--- src/rtl/strhw_digest_serializer.sv ---
// strhw_digest_serializer
// Takes a finished 512-bit Streebog hash state and emits it as a stream of
// WORD_W-bit words, least significant word first. In Streebog-256 mode only
// the upper 256 bits are emitted.
// Optional build macro: STRHW_DIGEST_BYTE_REVERSE_EN reverses the byte order
// inside every emitted word (word order and timing are unchanged).

package strhw_digest_serializer_pkg;
  typedef enum logic [1:0] {
    ST_CLEAR = 2'd0,  // idle, accepting a digest
    ST_BUSY  = 2'd1,  // loading: counter cleared, first word selected
    ST_READY = 2'd2,  // presenting words
    ST_DONE  = 2'd3   // one-cycle wrap-up
  } state_t;
endpackage

module strhw_digest_serializer
  import strhw_digest_serializer_pkg::*;
#(
  parameter int WORD_W = 64
) (
  input  logic              clk,
  input  logic              rst,
  input  logic [511:0]      digest_i,
  input  logic              mode256_i,
  input  logic              digest_valid_i,
  output logic              digest_ready_o,
  output logic [WORD_W-1:0] word_o,
  output logic              word_valid_o,
  input  logic              word_ready_i,
  output logic              word_last_o,
  output state_t            state_o
);

  localparam int N512  = 512 / WORD_W;
  localparam int N256  = 256 / WORD_W;
  localparam int CNT_W = (N512 > 1) ? $clog2(N512) : 1;
  localparam logic [CNT_W-1:0] LAST512 = CNT_W'(N512 - 1);
  localparam logic [CNT_W-1:0] LAST256 = CNT_W'(N256 - 1);

  state_t              state_q, state_d;
  logic [CNT_W-1:0]    cnt_q, cnt_d;
  logic [511:0]        data_q, data_d;
  logic                mode_q, mode_d;
  logic [WORD_W-1:0]   word_q, word_d;
  logic                valid_q, valid_d;
  logic                last_q, last_d;
  logic                dready_q, dready_d;
  logic [8:0]          sel_lsb;
  logic [WORD_W-1:0]   raw_word;

  // Output formatting of one word: optional byte swap, otherwise pass-through.
  function automatic logic [WORD_W-1:0] fmt_word(input logic [WORD_W-1:0] w);
    logic [WORD_W-1:0] r;
`ifdef STRHW_DIGEST_BYTE_REVERSE_EN
    r = '0;
    for (int b = 0; b < WORD_W / 8; b++) begin
      r[b*8 +: 8] = w[WORD_W-8-b*8 +: 8];
    end
`else
    r = w;
`endif
    return r;
  endfunction

  // Next-state, capture and counter logic; outputs are derived from the next
  // state so that they come straight out of flops.
  always_comb begin
    // NOTE: every signal written here gets a default first; a path that leaves
    // one unassigned would infer a latch.
    state_d  = state_q;
    cnt_d    = cnt_q;
    data_d   = data_q;
    mode_d   = mode_q;
    sel_lsb  = '0;
    raw_word = '0;

    unique case (state_q)
      ST_CLEAR: begin
        if (digest_valid_i && dready_q) begin
          data_d  = digest_i;
          mode_d  = mode256_i;
          state_d = ST_BUSY;
        end
      end
      ST_BUSY: begin
        cnt_d   = '0;
        state_d = ST_READY;
      end
      ST_READY: begin
        if (valid_q && word_ready_i) begin
          if (last_q) begin
            state_d = ST_DONE;
          end else begin
            cnt_d = cnt_q + 1'b1;
          end
        end
      end
      ST_DONE: begin
        state_d = ST_CLEAR;
      end
      default: begin
        state_d = ST_CLEAR;
      end
    endcase

    // Word k starts at bit base + k*WORD_W, base = 256 in 256-bit mode.
    sel_lsb  = {mode_d, 8'd0} + 9'(cnt_d) * 9'(WORD_W);
    raw_word = data_d[sel_lsb +: WORD_W];

    valid_d  = (state_d == ST_READY);
    word_d   = valid_d ? fmt_word(raw_word) : '0;
    last_d   = valid_d && (cnt_d == (mode_d ? LAST256 : LAST512));
    dready_d = (state_d == ST_CLEAR);
  end

  // State and output registers with synchronous reset that wins over any
  // handshake in the same cycle.
  always_ff @(posedge clk) begin
    if (rst) begin
      // NOTE: sequential state is updated with non-blocking assignments only,
      // so every flop samples the pre-edge values regardless of statement order.
      state_q  <= ST_CLEAR;
      cnt_q    <= '0;
      // NOTE: the wide capture register is reset too, so a digest aborted by
      // reset never lingers in the datapath.
      data_q   <= '0;
      mode_q   <= 1'b0;
      word_q   <= '0;
      valid_q  <= 1'b0;
      last_q   <= 1'b0;
      dready_q <= 1'b0;
    end else begin
      state_q  <= state_d;
      cnt_q    <= cnt_d;
      data_q   <= data_d;
      mode_q   <= mode_d;
      word_q   <= word_d;
      valid_q  <= valid_d;
      last_q   <= last_d;
      dready_q <= dready_d;
    end
  end

  assign digest_ready_o = dready_q;
  assign word_o         = word_q;
  assign word_valid_o   = valid_q;
  assign word_last_o    = last_q;
  assign state_o        = state_q;

endmodule

--- config.mk ---
export PLATFORM = sky130hd
export DESIGN_NAME = strhw_digest_serializer
export DESIGN_NICKNAME = d
export VERILOG_FILES = /design/src/rtl/strhw_digest_serializer.sv
export SDC_FILE = /design/constraint.sdc
export NUM_CORES = 1
export LEC_CHECK = 0
export CORE_UTILIZATION = 50
export DETAILED_ROUTE_END_ITERATION = 12
export PLACE_DENSITY = 0.79
export REMOVE_ABC_BUFFERS = 1
export SYNTH_ARGS = -nofsm -noshare
export SYNTH_HDL_FRONTEND = slang
export SYNTH_SLANG_ARGS = --single-unit
--- constraint.sdc ---
create_clock -name clk -period 6 [get_ports clk]
set_input_delay 1.2 -clock clk [delete_from_list [all_inputs] [get_ports clk]]
set_output_delay 1.2 -clock clk [all_outputs]
set_load 0.01 [all_outputs]
## After elaboration in Yosys (flattened, before gate mapping)

Cells that the tools add are included.

- Memories: 0
- Latch bits: 0
- Bits in writable memories: 0
- Flip-flop bits (word level): 585
- ROM bits: 0
- Input port bits: 517
- Output and inout port bits: 69

- Eq/ne operators: 5
- Mux-type cells: 12
- Multiply operators: 0
- Shift-type cells: 1
- Order comparisons: 0
- Reductions and logical operators: 6
- Div/mod/pow operators: 0
- $add $sub $neg: 2
- Bitwise gates (word level): 1

Operator list:

| kind | number |
|---|---|
| two-way mux 512 bit | 2 |
| variable part select 512 x 10 -> 64 bit | 1 |
| adder 9 bit | 1 |
| two-way mux 3 bit | 3 |
| one-hot mux 2 bit (4 select lines) | 1 |
| == test 2 bit, second input constant | 3 |
| two-way mux 2 bit | 3 |
| one-hot mux 3 bit (2 select lines) | 1 |
| logical NOT 2 bit | 2 |
| adder 3 x 1 -> 3 bit, second input constant | 1 |
| == test 3 bit | 1 |
| logical AND 1 bit | 3 |
| == test 2 x 1 -> 1 bit, second input constant | 1 |
| two-way mux 1 bit | 2 |
| OR reduction 2 bit | 1 |
| NOT 1 bit | 1 |

## Depth between registers and ports, before layout

- Depth in word-level cells: 6
- Gate-level depth with buffers: 12
- Depth with buffers taken out: 8

## Worst setup path after synthesis

OpenSTA, ideal clock, no wires.

- Path type: input -> register
- From: input port word_ready_i
- To: register word_q[62], in the netlist word_o[62]
- Path slack: 3255 ps
- Path buffers: 2
- Arrival time: 2609 ps
- Stages on the path: 8
- Cells stage by stage: and4b_1 > a221o_1 > buf_6 > buf_6 > mux2i_1 > nor3_1 > o41ai_2 > o211ai_1

- Longest elaborated chain between the ends: 6

RTL lines:

| what | line | text |
|---|---|---|
| start: declaration | 30 | `input logic word_ready_i,` |
| logical AND 1 bit * | 91 | `if (valid_q && word_ready_i) begin` |
| branches (longest 5 deep; another with adder 9 bit) | n/a |  |
| end signal: assignment | 138 | `word_q <= word_d;` |
| end: declaration | 45 | `logic [WORD_W-1:0] word_q, word_d;` |

Every way passes the cells marked *.
A chain may end at the register's enable or synchronous reset.

## Worst setup path in the final report

- From: input port digest_valid_i
- To: register word_q[43], in the netlist word_o[43]

- Longest elaborated chain between the ends: 6

RTL lines:

| what | line | text |
|---|---|---|
| start: declaration | 26 | `input logic digest_valid_i,` |
| logical AND 1 bit * | 80 | `if (digest_valid_i && dready_q) begin` |
| branches (longest 5 deep; another with adder 9 bit) | n/a |  |

Marked as above.

==> parameters.txt <==
Parameter                              Value

GRT
  Overflow left after global routing ... 0
  Fraction of met3 tracks used by global routing ... 4.734%
  Initial antenna violation count ... 12
  First-pass GRT wire length ... about 130000 microns
  Number of global-route vias before repair ... 24773
  Met1 GRT Util ... 38.35%
  GR met2 Demand/Resource ... 49.22%
  Most used routing layer in global routing ... met2
  Global Route Usage Sum ... slightly below 30%
  Pin count of the biggest net entering global routing ... 212

STA
  Setup skew after layout ... 0.01852 ns
  Number of failing setup endpoints in the final timing report ... 0
  Final number of max-transition violations ... 0
  Final period util ... 66.62%
  Actual slew at the worst max-slew pin ... about 1.2 ns
  Setup Total Neg Slack ... 0 ns
  Fin worst setup slack ... 2.003 ns
  Final Hold Vio Count ... 0
  Unrepaired setup endpoints after global routing ... no
  Slew Limit Headroom ... 16.74%
  Final critical path time including I/O delays and setup ... 3.997 ns
  FMAX ... between 200 and 300 MHz
  Hold slack ... 0.4515 ns

Synth
  Unique masters post-synth ... 41
  Share of synthesized area spent on multiplexers ... 9.603%
  Avg Cell Area, Syn ... 7.504 sq um
  Synth warn ... 0
  Synthesized flop and latch total ... around 590
  Cell type with the highest aggregate area in the netlist ... sky130_fd_sc_hd__dfxtp_1
  Proportion of netlist area held by the largest area contributor ... 43.17%
  Top area cells in the synthesized netlist ... sky130_fd_sc_hd__dfxtp_1 43%, sky130_fd_sc_hd__nand2_1 16%, sky130_fd_sc_hd__a21oi_1 12%
  Post-synthesis compound-gate area fraction ... between 10% and 20%
  Synth Area in Adders ... 0.1845%
  Netlist area before placement ... 27130 sq um
  Sequential fraction of the synthesis area ... 43.17%
  Synthesized instance count ... 3615
  Post-synthesis share of cell area spent on and, or, nand and nor gates ... 23.47%
  Combinational family with the most area after synthesis ... simple AND/OR/NAND/NOR gates
  XOR/XNOR Fraction of Synth Area ... 0%

Setup path
  Max FO, Critical Path ... 25
  Reg-to-reg critical path startpoint ... state_o[0]
  Slowest-stage cell, CP ... sky130_fd_sc_hd__a211oi_4
  Delay contributed by the slowest stage of the critical path ... 1.07 ns
  Nature of the critical path startpoint ... input port
  Critical Path, Cell by Cell ... clkdlybuf4s50_1 > and3_4 > mux2i_1 > o21ai_1 > a211oi_4 > buf_4 > o21ai_0 > o211ai_1
  Path depth of the worst reg2reg path ... 9
  Crit path DAT ... 4.53 ns
  Required time worst endpoint ... approximately 6.5 ns
  Buffer and inverter count on the worst path ... 2
  Worst setup slack for register-to-register paths ... 2.21 ns
  Cell family with most CP delay ... compound AO/OA/AOI/OAI gates
  Critical Path Source ... digest_valid_i
  Kind of critical path ... in2reg
  Crit Reg-Reg Endpoint ... word_o[43]
  Critical path capture point type ... flip-flop

Route
  Detailed Route Iter0 Violations ... about 2200
  Via count ... around 27000
  Per-cell via count in the routed design ... ~5.6
  DRT antenna net count ... 0
  Drt wl/cell ... between 15 and 20 microns
  Remaining design rule violation count ... 0
  First-pass DRT Iterations ... 6
  Total wirelength of the detailed-routed design ... 85050 microns

Floorplan
  Number of standard-cell rows in the floorplan ... 85
  Die Footprint ... 55190 sq um
  Die Y ... approximately 230 microns
  Core area ... 53710 sq um
  Starting utilization of the core area ... 50.51%
  Die W ... approximately 230 microns
  Count of boundary I/O pins ... 586

Cells and area
  Layout fillers ... between 4000 and 5000
  Net count reported at finish ... 4534
  Cell Count, Final, Fillers Out ... around 4800
  Combined area of the multi-input logic cells ... 14160 sq um
  Area growth, synth to finish ... 29.55%
  Final design instance area without fill ... 35140 sq um
  Final core occ ... 65.43%
  Layout cells sized above 1 ... 4.897%
  Sequential Area ... 11710 sq um
  Most frequent cells in the layout ... 1153 x sky130_fd_sc_hd__nand2_1, 642 x sky130_fd_sc_hd__a21oi_1, 585 x sky130_fd_sc_hd__dfxtp_1
  Most common library cell in the layout ignoring fill and taps ... sky130_fd_sc_hd__nand2_1

Worst hold path
  WHS Path Cells ... 2
  Class of the tightest hold or removal check ... reg2reg
  Min-delay src ... data_q[113]
  Min-Delay Endpoint ... data_q[113]

Power and ir drop
  Clock network fraction of design power ... 33.8%
  Power, Total ... around 12 mW
  Combinational power share ... 25.6%
  Switching share of power ... 31.28%
  Flop pwr share ... 40.7%
  Pleak ... 11.89 nW
  Internal ... 7.935 mW
  Net load switching power ... 3.612 mW
  PwrDens ... 328.6 nW/um^2
  Worst IR drop on VDD ... 0.2483 mV

Place
  Placed wire-length estimate ... 54390 microns
  Cell count after placement ... 4646
  Pre-CTS setup slack ... 1.484 ns
  Cell Area, Placed ... around 33000 sq um
  IO Port Bufs ... 585
  Routability cong. ... 0.8987

Clocking
  H-Tree Depth ... 2
  Clk sinks ... 585
  Clk Latency, worst-skew pair ... 0.62 ns
  TritonCTS clock tree ... yes
  Total CTS buffers ... just over 60
  Clock slew at the register clock pins of the worst setup and hold paths ... 0.06 ns
  Count of cells resized by post-cts repair ... 0
  Number of hold buffers added after cts ... 0
  Number of buffers on the longest clock path ... 3
  Root Buffer ... sky130_fd_sc_hd__clkbuf_16
  Total setup buffers inserted after CTS ... 0

Flow run
  Reported max-cap violation count ... 0

Status
  Result of the run ... complete, no violations
final cells by class:
type / instances / share of cell area [%]
antenna: 10 / 0.07121
clock buffer: 99 / 5.412
clock inverter: 15 / 0.5092
inverter: 3 / 0.03204
multi-input combinational: 2738 / 40.30
sequential: 585 / 33.33
tap: 696 / 2.478
timing repair buffer: 624 / 17.87
logic make-up after synthesis:
kind of cell	Yosys count
AO/OA/AOI/OAI	907
adder cells (fa/ha/maj)	4
buffers and inverters	292
flip-flops	585
multiplexers	260
AND/OR/NAND/NOR	1567
worst max-delay path by stage:
stage	slack (ns)	cells past startpoint	to
after floorplan	-11.53	5	word_o[21]
after global placement	1.57	8	word_o[35]
after detailed placement	1.48	8	word_o[35]
after CTS	2.11	8	word_o[43]
after global routing	1.88	8	word_o[43]
final	2.00	8	word_o[43]
flip-flops by register name, indices dropped and copies added (netlist names):
signal / count
word_valid_o: 1
mode_q: 1
word_last_o: 1
state_o: 2
digest_ready_o: 1
word_o: 64
cnt_q: 3
data_q: 512
per-layer routing:
metal,vias up,wire length [microns]
li1,12972,-
met1,12461,35440
met2,997,40720
met3,183,6008
met4,4,2848
met5,-,29
power by group through the flow:
stage / registers [mW] / logic (mW) / clock network, mW
3_5_place_dp: 4.78 / 2.91 / 0
5_1_grt: 4.75 / 3.27 / 4.11
3_3_place_gp: 4.76 / 2.86 / 0
6_report: 4.70 / 2.95 / 3.90
4_1_cts: 4.70 / 2.93 / 3.95
2_1_floorplan: 4.73 / 2.30 / 0
worst min-delay path, cell delays in order (launching register included):
cell and delay, ns:
sky130_fd_sc_hd__dfxtp_1 0.31, sky130_fd_sc_hd__nand2_1 0.05, sky130_fd_sc_hd__a21oi_1 0.05
Yosys cell counts, drive strengths merged:
| library cell | number |
|---|---|
| or2 | 63 |
| nand4b | 2 |
| nor3 | 71 |
| a21oi | 644 |
| a21boi | 127 |
| nor2b | 8 |
| and2 | 2 |
| o211ai | 64 |
| o2bb2ai | 1 |
| o21ai | 65 |
| a31o | 1 |
| inv | 3 |
| dfxtp | 585 |
| a211oi | 1 |
| a31oi | 2 |
| clkbuf | 182 |
| mux2i | 258 |
| nand2b | 1 |
| and4b | 1 |
| nor3b | 1 |
| nand3 | 129 |
| nor4 | 1 |
| nand3b | 2 |
| a221o | 1 |
| ha | 4 |
| and3 | 2 |
| buf | 107 |
| mux2 | 2 |
| nand2 | 1154 |
| nor2 | 130 |
| o41ai | 1 |
Power figures use the tool's default switching activity.
